[config.mk]
export PLATFORM = sky130hd
export DESIGN_NAME = multicycle_ctrl
export DESIGN_NICKNAME = d
export VERILOG_FILES = /design/src/rtl/multicycle_ctrl.sv
export SDC_FILE = /design/constraint.sdc
export NUM_CORES = 1
export LEC_CHECK = 0
export CORE_UTILIZATION = 43
export CTS_BUF_LIST = sky130_fd_sc_hd__clkbuf_8 sky130_fd_sc_hd__clkbuf_16
export DETAILED_ROUTE_END_ITERATION = 6
export HOLD_SLACK_MARGIN = 0.1
export PLACE_DENSITY_LB_ADDON = 0.08
export SKIP_LAST_GASP = 1
export SLEW_MARGIN = 20
export SYNTH_ARGS = -nofsm -noshare
export SYNTH_HDL_FRONTEND = slang
export SYNTH_SLANG_ARGS = --single-unit
[constraint.sdc]
create_clock -name clk_i -period 2.1 [get_ports clk_i]
set_input_delay 0.42 -clock clk_i [delete_from_list [all_inputs] [get_ports clk_i]]
set_output_delay 0.42 -clock clk_i [all_outputs]
set_load 0.05 [all_outputs]
[src/rtl/multicycle_ctrl.sv]
// Multi-cycle IF/ID/EX/MEM/WB control FSM with memory ready handshake and retire counter.
// Optional illegal-opcode trap state and trap_o port enabled by defining ILLEGAL_TRAP_EN.
module multicycle_ctrl #(
  parameter int OP_W    = 6,
  parameter int ALUOP_W = 3,
  parameter int CNT_W   = 16
) (
  input  logic               clk_i,
  input  logic               rst_i,
  input  logic               run_i,
  input  logic [OP_W-1:0]    instr_op_i,
  input  logic               mem_ready_i,
  output logic               PC_write_o,
  output logic               IR_write_o,
  output logic               MemRead_o,
  output logic               MemWrite_o,
  output logic               MemtoReg_o,
  output logic               RegWrite_o,
  output logic               RegDst_o,
  output logic               ALUSrc_o,
  output logic               Branch_o,
  output logic [ALUOP_W-1:0] ALU_op_o,
  output logic [2:0]         state_o,
  output logic [CNT_W-1:0]   retired_o
`ifdef ILLEGAL_TRAP_EN
  ,
  output logic               trap_o
`endif
);

  localparam logic [2:0] S_IDLE = 3'd0;
  localparam logic [2:0] S_IF   = 3'd1;
  localparam logic [2:0] S_ID   = 3'd2;
  localparam logic [2:0] S_EX   = 3'd3;
  localparam logic [2:0] S_MEM  = 3'd4;
  localparam logic [2:0] S_WB   = 3'd5;
`ifdef ILLEGAL_TRAP_EN
  localparam logic [2:0] S_TRAP = 3'd6;
`endif

  localparam logic [OP_W-1:0] OP_R    = OP_W'(0);
  localparam logic [OP_W-1:0] OP_ADDI = OP_W'(8);
  localparam logic [OP_W-1:0] OP_SLTI = OP_W'(10);
  localparam logic [OP_W-1:0] OP_BEQ  = OP_W'(4);
  localparam logic [OP_W-1:0] OP_J    = OP_W'(2);
  localparam logic [OP_W-1:0] OP_LW   = OP_W'(35);
  localparam logic [OP_W-1:0] OP_SW   = OP_W'(43);

  localparam logic [ALUOP_W-1:0] ALU_ADD  = ALUOP_W'(3'b000);
  localparam logic [ALUOP_W-1:0] ALU_SUB  = ALUOP_W'(3'b001);
  localparam logic [ALUOP_W-1:0] ALU_FUNC = ALUOP_W'(3'b010);
  localparam logic [ALUOP_W-1:0] ALU_ADDI = ALUOP_W'(3'b110);
  localparam logic [ALUOP_W-1:0] ALU_SLT  = ALUOP_W'(3'b111);

  logic [2:0]         state_reg, state_next;
  logic [OP_W-1:0]    op_reg;
  logic [CNT_W-1:0]   retired_reg;
  logic               retire;
  logic               is_r, is_addi, is_slti, is_beq, is_j, is_lw, is_sw;
  logic               legal, uses_imm;
  logic [ALUOP_W-1:0] alu_class;

  always_comb begin
    is_r     = (op_reg == OP_R);
    is_addi  = (op_reg == OP_ADDI);
    is_slti  = (op_reg == OP_SLTI);
    is_beq   = (op_reg == OP_BEQ);
    is_j     = (op_reg == OP_J);
    is_lw    = (op_reg == OP_LW);
    is_sw    = (op_reg == OP_SW);
    legal    = is_r | is_addi | is_slti | is_beq | is_j | is_lw | is_sw;
    uses_imm = is_addi | is_slti | is_lw | is_sw;
    alu_class = ALU_ADD;
    if (is_r)    alu_class = ALU_FUNC;
    if (is_addi) alu_class = ALU_ADDI;
    if (is_slti) alu_class = ALU_SLT;
    if (is_beq)  alu_class = ALU_SUB;
  end

  always_comb begin
    state_next = state_reg;
    retire     = 1'b0;
    case (state_reg)
      S_IDLE: if (run_i) state_next = S_IF;
      S_IF:   if (mem_ready_i) state_next = S_ID;
      S_ID: begin
        if (legal) state_next = S_EX;
`ifdef ILLEGAL_TRAP_EN
        else state_next = S_TRAP;
`else
        else retire = 1'b1;
`endif
      end
      S_EX: begin
        if (is_r | is_addi | is_slti) state_next = S_WB;
        else if (is_lw | is_sw) state_next = S_MEM;
        else retire = 1'b1;
      end
      S_MEM: begin
        if (mem_ready_i) begin
          if (is_lw) state_next = S_WB;
          else retire = 1'b1;
        end
      end
      S_WB: retire = 1'b1;
`ifdef ILLEGAL_TRAP_EN
      S_TRAP: state_next = S_TRAP;
`endif
      default: state_next = S_IDLE;
    endcase
    // run_i only matters at instruction boundaries, so a drop never aborts work in flight
    if (retire) state_next = run_i ? S_IF : S_IDLE;
  end

  always_comb begin
    PC_write_o = 1'b0;
    IR_write_o = 1'b0;
    MemRead_o  = 1'b0;
    MemWrite_o = 1'b0;
    MemtoReg_o = 1'b0;
    RegWrite_o = 1'b0;
    RegDst_o   = 1'b0;
    ALUSrc_o   = 1'b0;
    Branch_o   = 1'b0;
    ALU_op_o   = ALU_ADD;
    case (state_reg)
      S_IF: begin
        MemRead_o  = 1'b1;
        IR_write_o = mem_ready_i;
        PC_write_o = mem_ready_i;
      end
      S_EX: begin
        ALU_op_o   = alu_class;
        ALUSrc_o   = uses_imm;
        Branch_o   = is_beq;
        PC_write_o = is_j;
      end
      S_MEM: begin
        // address operands stay selected while the access waits on ready
        ALU_op_o   = alu_class;
        ALUSrc_o   = uses_imm;
        MemRead_o  = is_lw;
        MemWrite_o = is_sw;
      end
      S_WB: begin
        ALU_op_o   = alu_class;
        ALUSrc_o   = uses_imm;
        RegWrite_o = 1'b1;
        RegDst_o   = is_r;
        MemtoReg_o = is_lw;
      end
      default: ;
    endcase
  end

  always_ff @(posedge clk_i or posedge rst_i) begin
    if (rst_i) begin
      state_reg   <= S_IDLE;
      op_reg      <= '0;
      retired_reg <= '0;
    end else begin
      state_reg <= state_next;
      if (state_reg == S_IF && mem_ready_i) op_reg <= instr_op_i;
      if (retire) retired_reg <= retired_reg + 1'b1;
    end
  end

  assign state_o   = state_reg;
  assign retired_o = retired_reg;
`ifdef ILLEGAL_TRAP_EN
  assign trap_o    = (state_reg == S_TRAP);
`endif

endmodule
==> results of run 1 <==
[Yosys cell counts]
cell type	count
nand4_1	5
a211oi_1	5
inv_1	6
and3_1	2
nand2_1	12
mux2i_1	1
a21oi_1	13
nor2_1	10
xor2_1	14
xnor2_1	2
or4_4	1
and2_1	1
o311ai_4	1
dfrtp_1	25
nor3_1	5
nor2b_1	3
nor4_1	2
o22a_1	1
mux2_2	6
a211oi_2	1
a2111oi_0	1
nor4b_1	2
a31o_2	1
or3_1	1
or4_1	1
nand3_1	7
nand2b_1	3
o41ai_1	1
buf_6	1
nand2_4	1
mux2_1	2
nor3_2	1
o21ai_1	1
ha_1	1
buf_2	3
o211ai_1	1
clkbuf_1	5
[through the flow]
stage | instance area [sq um] | total power [mW] | TNS [ps] | hold slack, ps
after global routing | 2370 | 4.02 | -217 | 489
after floorplan | 1600 | 2.59 | -356 | 447
final | 2370 | 3.82 | -13.8 | 483
after global placement | 2210 | 3.28 | 0 | 476
after CTS | 2270 | 3.65 | -32.8 | 484
after detailed placement | 2210 | 3.34 | 0 | 466
[where the power goes]
part | internal (mW) | switching (mW) | total [mW] | leakage, nW
combinational | 1.05 | 1.51 | 2.56 | 0.617
clock | 0.131 | 0.145 | 0.276 | 0.0269
sequential | 0.698 | 0.286 | 0.984 | 0.265
total | 1.87 | 1.94 | 3.82 | 0.909
[cell families (layout without fill, tap and decap cells)]
kind of cell | count (synthesis) | in the layout | synth area share (%)
AND/OR/NAND/NOR | 57 | 57 | 21.3
AO/OA/AOI/OAI | 26 | 27 | 13.1
flip-flops | 25 | 25 | 43.4
XOR/XNOR | 16 | 16 | 9.72
buffers and inverters | 15 | 70 | 4.69
multiplexers | 9 | 9 | 6.94
adder cells (fa/ha/maj) | 1 | 1 | 0.868
[timing repair]
item	in CTS	in global routing
gates resized for setup	4	6
buffers inserted	0	8
cloned	0	1
endpoints found under the hold margin	0	0
pin swaps	3	3
setup endpoints to repair	6	16
[path summary, 6_finish.rpt]
check	startpoint	depth (start not counted)	slack, ps	end
setup / recovery	op_reg[5]	4	-10	ALU_op_o[2]
hold / removal	retired_o[15]	1	480	retired_o[15]
setup reg to reg	op_reg[0]	6	50	retired_o[7]
hold reg to reg	retired_o[15]	1	480	retired_o[15]
max in group asynchronous	rst_i	3	1350	state_o[2]
min in group asynchronous	rst_i	3	490	retired_o[15]
[area by class of cell]
cell class                 count  area (sq um)
multi-input combinational    110           917
sequential                    25           636
timing repair buffer          60           688
clock inverter                 1          3.75
inverter                       6          26.3
fill                         238           761
clock buffer                   3          41.3
tap                           44          55.1
[metal layers]
layer	up-vias	track usage (%)
met5	-	0
met3	4	4.33
met4	0	5.65
met2	34	33.5
li1	650	-
met1	659	29.4
==> reports/metrics.csv, run 1 <==
metric,value,unit
Final min period,2110,ps
antenna violations before repair,0,
Area growth syn-to-layout,64.2,%
max FFs per register,16,
Post-CTS Hold Fix Bufs,0,
via count,1347,
Yosys Warn Count,0,
MaxCap Viol Count,0,
vias in the first global route,1195,
final cell count without fillers,249,
first-pass GRT wire length,5640,um
most frequent cells in the layout,"27 x clkdlybuf4s50_1, 19 x dfrtp_1, 18 x buf_4, 14 x xor2_1, 13 x buf_12",
Mapped Area,1440,sq um
Initial Util,46.1,%
worst slew pin tran,477,ps
largest net degree at the start of global routing,26,
H-tree lvl count,1,
"Avg Cell Area, Syn",9.67,sq um
final core occ,75.7,%
met1 WL,1710,um
routed length on met2,1830,um
Hold WC Path Type,reg -> reg,
crit path capture type,primary output,
Worst Setup Path Type,reg -> out,
initial DRC count,52,
post-synth cell types,37,
Post-Syn Nets,160,
Area contributors post-synth,"dfrtp_1 43%, xor2_1 8.5%, mux2_2 4.7%",
number of synthesized register bits,25,
Antenna Nets Post-Route,0,
RSZ-0062 raised after global routing,true,
Core Area,3130,sq um
clk_lat worst skew,260,ps
Slew Limit Fails,0,
CTS Buf Count,3,
Post-route DRC,0,
critical path required time,1680,ps
Max IR drop VDD,0.000844,V
port bufs,40,
Synth top area share,43.4,%
crit path launch type,register,
skew final,3.10,ps
leakage power,0.909,nW
"CTS clk-pin slew, worst paths",80,ps
Max Root-Sink Buffers,2,
Rel. slew slack,67.3,%
"Max FO, Critical Path",6,
Die ar.,3590,sq um
Final Hold Fails,0,
"slowest stage delay, CP",400,ps
Cells after DPL,236,
top layer reached by signal wires,met4,
Rows,20,
die width,59.9,um
Worst Path Buf+Inv,2,
maximum achievable frequency,473,MHz
"Seq/Total Area, Yosys",43.4,%
Crit path max-delay family,simple AND/OR/NAND/NOR gates,
metal3 WL,155,um
CTS Root Cell,clkbuf_8,
"most common cell after layout, fill and taps aside",clkdlybuf4s50_1,
CP max-delay cell,or3_4,
die height,59.9,um
ant diodes,0,
pwr dens,1610,nW/um^2
Final HPWL DP,2660,um
CTS tree,built,
Post-Syn Instances,149,
share of post-route cells with drive strength above 1,36.1,%
CTS sink cnt,25,
# setup viols final,1,
final wirelength,3710,um
Placer Congestion,0.797,
CP Cell Sequence,or3_4 -> buf_6 -> nor4b_4 -> buf_12,
Via density,5.41,
DR pass1 iterations,4,
critical path arrival,1690,ps
Final nets,217,
failing checks,setup timing,
Top Ports,41,
DP Worst Slack,60.7,ps
crit share post-route,101,%
run status,"finished, violations left",
global-route usage over all layers,21.2,%
DR WL/cell,14.9,um
"Worst Setup Slack, final",-13.8,ps
grt ovf,0,
Synth area leader,dfrtp_1,
No activity file was read; power rests on OpenSTA's default activity.
==> run 2, diff against run 1 <==
--- a/config.mk
+++ b/config.mk
@@ -5,7 +5,9 @@
 export SDC_FILE = /design/constraint.sdc
 export NUM_CORES = 1
 export LEC_CHECK = 0
-export CORE_UTILIZATION = 43
+export CELL_PAD_IN_SITES_DETAIL_PLACEMENT = 1
+export CELL_PAD_IN_SITES_GLOBAL_PLACEMENT = 1
+export CORE_UTILIZATION = 32
 export CTS_BUF_LIST = sky130_fd_sc_hd__clkbuf_8 sky130_fd_sc_hd__clkbuf_16
 export DETAILED_ROUTE_END_ITERATION = 6
 export HOLD_SLACK_MARGIN = 0.1
==> run 2 against run 1 <==
Effect of this change:
- the run still ends with setup timing left
- non-clock buffer count up 19
- clock-buffer cell count is the same
- critical path depth did not move
- worst hold slack better by 6.2 ps
- power increased by 15%
- cell count rose by 10%
- sequential cell count unchanged
- sequential share of layout area decreased by 2.4 points
- die area increased by 33%
- combinational power up 21%
- core utilization decreased by 16 points
==> reports/metrics.csv, run 2 (synthesized netlist as in run 1, its figures left out) <==
metric,value,unit
run status,"finished, violations left",
failing checks,setup timing,
Final nets,235,
ant diodes,0,
RSZ-0062 raised after global routing,true,
DP Worst Slack,28.8,ps
Hold WC Path Type,in -> async,
Via density,5.14,
# setup viols final,6,
port bufs,40,
Core Area,4350,sq um
MaxCap Viol Count,0,
crit path launch type,register,
Rel. slew slack,58.1,%
multi-input logic area,952,sq um
crit share post-route,102,%
Top Ports,41,
DR WL/cell,18.4,um
"most common cell after layout, fill and taps aside",buf_4,
antenna violations before repair,0,
Initial Util,33.1,%
initial DRC count,31,
H-tree lvl count,1,
grt ovf,0,
"Worst Setup Slack, final",-41.4,ps
CTS tree,built,
critical path required time,1680,ps
CTS Root Cell,clkbuf_8,
largest net degree at the start of global routing,26,
Worst R2R Setup Slack,-10,ps
FF/Latch Area,637,sq um
final core occ,59.8,%
global-route usage over all layers,19.5,%
fill count,461,
Rows,24,
Final HPWL DP,3220,um
vias in the first global route,1449,
crit path capture type,primary output,
Slew Limit Fails,0,
Max Root-Sink Buffers,2,
Die ar.,4780,sq um
final cell count without fillers,275,
first-pass GRT wire length,7510,um
via count,1414,
final wirelength,5060,um
Post-route DRC,0,
"CTS clk-pin slew, worst paths",100,ps
Cells after DPL,251,
critical path arrival,1720,ps
Max IR drop VDD,0.000946,V
Placer Congestion,0.799,
maximum achievable frequency,467,MHz
Post-CTS Hold Fix Bufs,0,
die height,69.1,um
"Max FO, Critical Path",6,
worst hold slack,489,ps
leakage power,1.02,nW
die width,69.1,um
Final Hold Fails,0,
Final min period,2140,ps
Area growth syn-to-layout,80.6,%
Worst Setup Path Type,reg -> out,
skew final,9.85,ps
DR pass1 iterations,4,
Antenna Nets Post-Route,0,
CTS Buf Count,3,
CTS sink cnt,25,
max FFs per register,16,
share of post-route cells with drive strength above 1,48.4,%
worst slew pin tran,627,ps
clk_lat worst skew,270,ps
pwr dens,1690,nW/um^2
most frequent cells in the layout,"33 x buf_4, 26 x clkdlybuf4s50_1, 18 x dfrtp_1, 14 x xor2_1, 14 x buf_12",
run 2: per-layer routing:
layer  up-vias  global-route usage, %  wire (um)
met5         -                      0          0
met4         0                   4.08         78
met3         6                   3.36        131
met2        28                   32.4       2590
met1       708                   26.6       2260
li1        672                      -          -
run 2: worst max-delay path: stages (launching register included):
cell and delay, ps:
dfrtp_1 390, or3_4 410, buf_12 160, nor4b_4 310, buf_12 180
run 2: final timing paths:
kind | startpoint | endpoint | cells after the start
worst max-delay path | op_reg[5] | ALU_op_o[2] | 4
worst min-delay path | rst_i | op_reg[1] | 3
worst max register to register | op_reg[5] | state_o[2] | 6
worst min register to register | retired_o[15] | retired_o[15] | 1
max in group asynchronous | rst_i | state_o[2] | 3
min in group clk_i | retired_o[15] | retired_o[15] | 1
run 2: power breakdown:
group / switching [mW] / internal, mW
combinational: 1.72 / 1.37
clock: 0.159 / 0.134
sequential: 0.302 / 0.699
run 2: area by class of cell:
| type | instances | share of cell area, % |
|---|---|---|
| clock buffer | 3 | 1.59 |
| clock inverter | 1 | 0.288 |
| inverter | 6 | 1.01 |
| multi-input combinational | 109 | 36.6 |
| sequential | 25 | 24.5 |
| tap | 52 | 2.50 |
| timing repair buffer | 79 | 33.6 |
run 2: repair_timing:
action	CTS	global route
pin swaps	2	11
buffers inserted	3	16
endpoints found under the setup margin	9	22
gates cloned	0	1
endpoints found under the hold margin	0	0
gates resized for setup	9	23
run 2: per-stage QoR:
step	setup TNS [ps]	power (mW)	instance area (sq um)
2_1_floorplan	-356	2.59	1600
3_3_place_gp	0	3.42	2270
3_5_place_dp	0	3.50	2270
4_1_cts	-165	3.92	2370
5_1_grt	-728	4.61	2600
6_report	-105	4.39	2600
==> run 3, diff against run 2 <==
--- a/config.mk
+++ b/config.mk
@@ -11,7 +11,7 @@
 export CTS_BUF_LIST = sky130_fd_sc_hd__clkbuf_8 sky130_fd_sc_hd__clkbuf_16
 export DETAILED_ROUTE_END_ITERATION = 6
 export HOLD_SLACK_MARGIN = 0.1
-export PLACE_DENSITY_LB_ADDON = 0.08
+export PLACE_DENSITY = 0.84
 export SKIP_LAST_GASP = 1
 export SLEW_MARGIN = 20
 export SYNTH_ARGS = -nofsm -noshare
==> run 3 against run 2 <==
Effect of this change:
- the flow still finishes with violations (setup timing)
- clock power grew 4%
- cell count down 4.4%
- global-route usage decreased by 0.56 points
- via count down 1.3%
- largest cell class unchanged
==> reports/metrics.csv, run 3 (synthesized netlist as in run 1, its figures left out) <==
metric,value,unit
MaxCap Viol Count,0,
crit path capture type,primary output,
run status,"finished, violations left",
crit path launch type,register,
Worst Path Buf+Inv,2,
clk_lat worst skew,280,ps
Switch Pwr,2.05,mW
worst slew pin tran,582,ps
CTS Buf Count,3,
RSZ-0062 raised after global routing,true,
Sum Neg Setup Slack,-77.0,ps
die height,69.1,um
initial DRC count,73,
Die ar.,4780,sq um
maximum achievable frequency,466,MHz
CP Cell Sequence,or3_4 -> buf_6 -> nor4b_4 -> buf_12,
H-tree lvl count,1,
Int Power,1.99,mW
"Max FO, Critical Path",6,
FF/Latch Area,637,sq um
routed length on met2,2500,um
Final HPWL DP,3140,um
antenna violations before repair,0,
Placer Congestion,0.814,
metal3 WL,83,um
global-route usage over all layers,18.9,%
DP Area,2240,sq um
Worst Setup Path Type,reg -> out,
sw frac,50.8,%
met1 WL,1900,um
CP max-delay cell,dfrtp_2,
DR pass1 iterations,4,
clock network power share,7.6,%
Hold WC Path Type,in -> async,
share of post-route cells with drive strength above 1,40.3,%
failing checks,setup timing,
"CTS clk-pin slew, worst paths",100,ps
port bufs,40,
Final nets,223,
Crit path max-delay family,simple AND/OR/NAND/NOR gates,
crit share post-route,102,%
CTS tree,built,
final core occ,55.8,%
Post-CTS Hold Fix Bufs,0,
worst hold slack,475,ps
Area growth syn-to-layout,68.6,%
largest net degree at the start of global routing,26,
critical path arrival,1730,ps
first-pass GRT wire length,7210,um
multi-input logic area,911,sq um
"slowest stage delay, CP",420,ps
DR WL/cell,17.3,um
Rel. slew slack,60.9,%
Final Hold Fails,0,
fill count,466,
final cell count without fillers,263,
Finished Cell Area,2430,sq um
worst r2r src,op_reg[4],
most frequent cells in the layout,"27 x clkdlybuf4s50_1, 25 x buf_4, 18 x dfrtp_1, 14 x xor2_1, 13 x buf_12",
via count,1396,
Slew Limit Fails,0,
pwr dens,1660,nW/um^2
Antenna Nets Post-Route,0,
Core Area,4350,sq um
Max IR drop VDD,0.000823,V
Initial Util,33.1,%
Via density,5.31,
Rows,24,
Final min period,2150,ps
vias in the first global route,1441,
power share of the combinational group,68.9,%
Cells after DPL,246,
"Worst Setup Slack, final",-45.9,ps
die width,69.1,um
# setup viols final,4,
CTS Root Cell,clkbuf_8,
CP startpoint,op_reg[4],
Tot Pwr,4.03,mW
DP Worst Slack,22.2,ps
"most common cell after layout, fill and taps aside",clkdlybuf4s50_1,
final wirelength,4560,um
leakage power,0.944,nW
skew final,9.64,ps
top layer reached by signal wires,met4,
CTS sink cnt,25,
Seq pwr share,23.6,%
Max Root-Sink Buffers,2,
Post-route DRC,0,
Top Ports,41,
ant diodes,0,
grt ovf,0,
max FFs per register,16,
critical path required time,1680,ps
==> run 3: cell count changes in the layout (fill, tap and decap cells not counted), moves of 2 or more <==
| cell | before | now |
|---|---|---|
| a21oi_1 | 6 | 12 |
| a21oi_2 | 6 | 0 |
| buf_4 | 33 | 25 |
| a211oi_1 | 2 | 5 |
| a211oi_2 | 4 | 1 |
| buf_6 | 4 | 2 |
==> run 3: per-layer routing <==
| metal | GRT usage, % | vias to the layer above |
|---|---|---|
| met4 | 6.12 | 0 |
| met5 | 0 | - |
| met1 | 24.0 | 708 |
| li1 | - | 655 |
| met2 | 33.0 | 24 |
| met3 | 2.49 | 9 |
==> run 3: layout make-up <==
| type | instances | area share [%] |
|---|---|---|
| clock inverter | 1 | 0.360 |
| clock buffer | 3 | 1.70 |
| sequential | 25 | 26.2 |
| tap | 52 | 2.68 |
| inverter | 6 | 1.08 |
| timing repair buffer | 67 | 30.5 |
| multi-input combinational | 109 | 37.5 |
==> run 3: power by group through the flow <==
| stage | combinational [mW] | clock, mW | sequential, mW |
|---|---|---|---|
| floorplan | 1.20 | 0 | 1.39 |
| global placement | 2.33 | 0 | 1.01 |
| detailed placement | 2.40 | 0 | 1.02 |
| CTS | 2.51 | 0.307 | 0.993 |
| global route | 2.92 | 0.332 | 0.978 |
| finish | 2.78 | 0.306 | 0.950 |
==> run 3: worst paths after layout <==
path	endpoint	slack [ps]	cells past startpoint
worst max-delay path	ALU_op_o[2]	-50	4
worst min-delay path	retired_o[14]	480	3
worst max register to register	retired_o[15]	50	6
worst min register to register	retired_o[15]	490	1
max in group asynchronous	state_o[2]	1340	3
min in group clk_i	retired_o[15]	490	1
==> run 3: what timing repair did <==
action                                  in CTS  in global routing
pin swaps                                    3                  9
endpoints found under the setup margin       7                 16
resized for setup                            6                  9
buffers inserted                             4                  9
==> run 3: worst reg2reg max path, cell delays in order, from the launching register on <==
cell	delay [ps]
dfrtp_2	420
or3_4	370
or4_4	500
o311ai_4	170
buf_4	240
a211oi_1	90
xor2_1	150
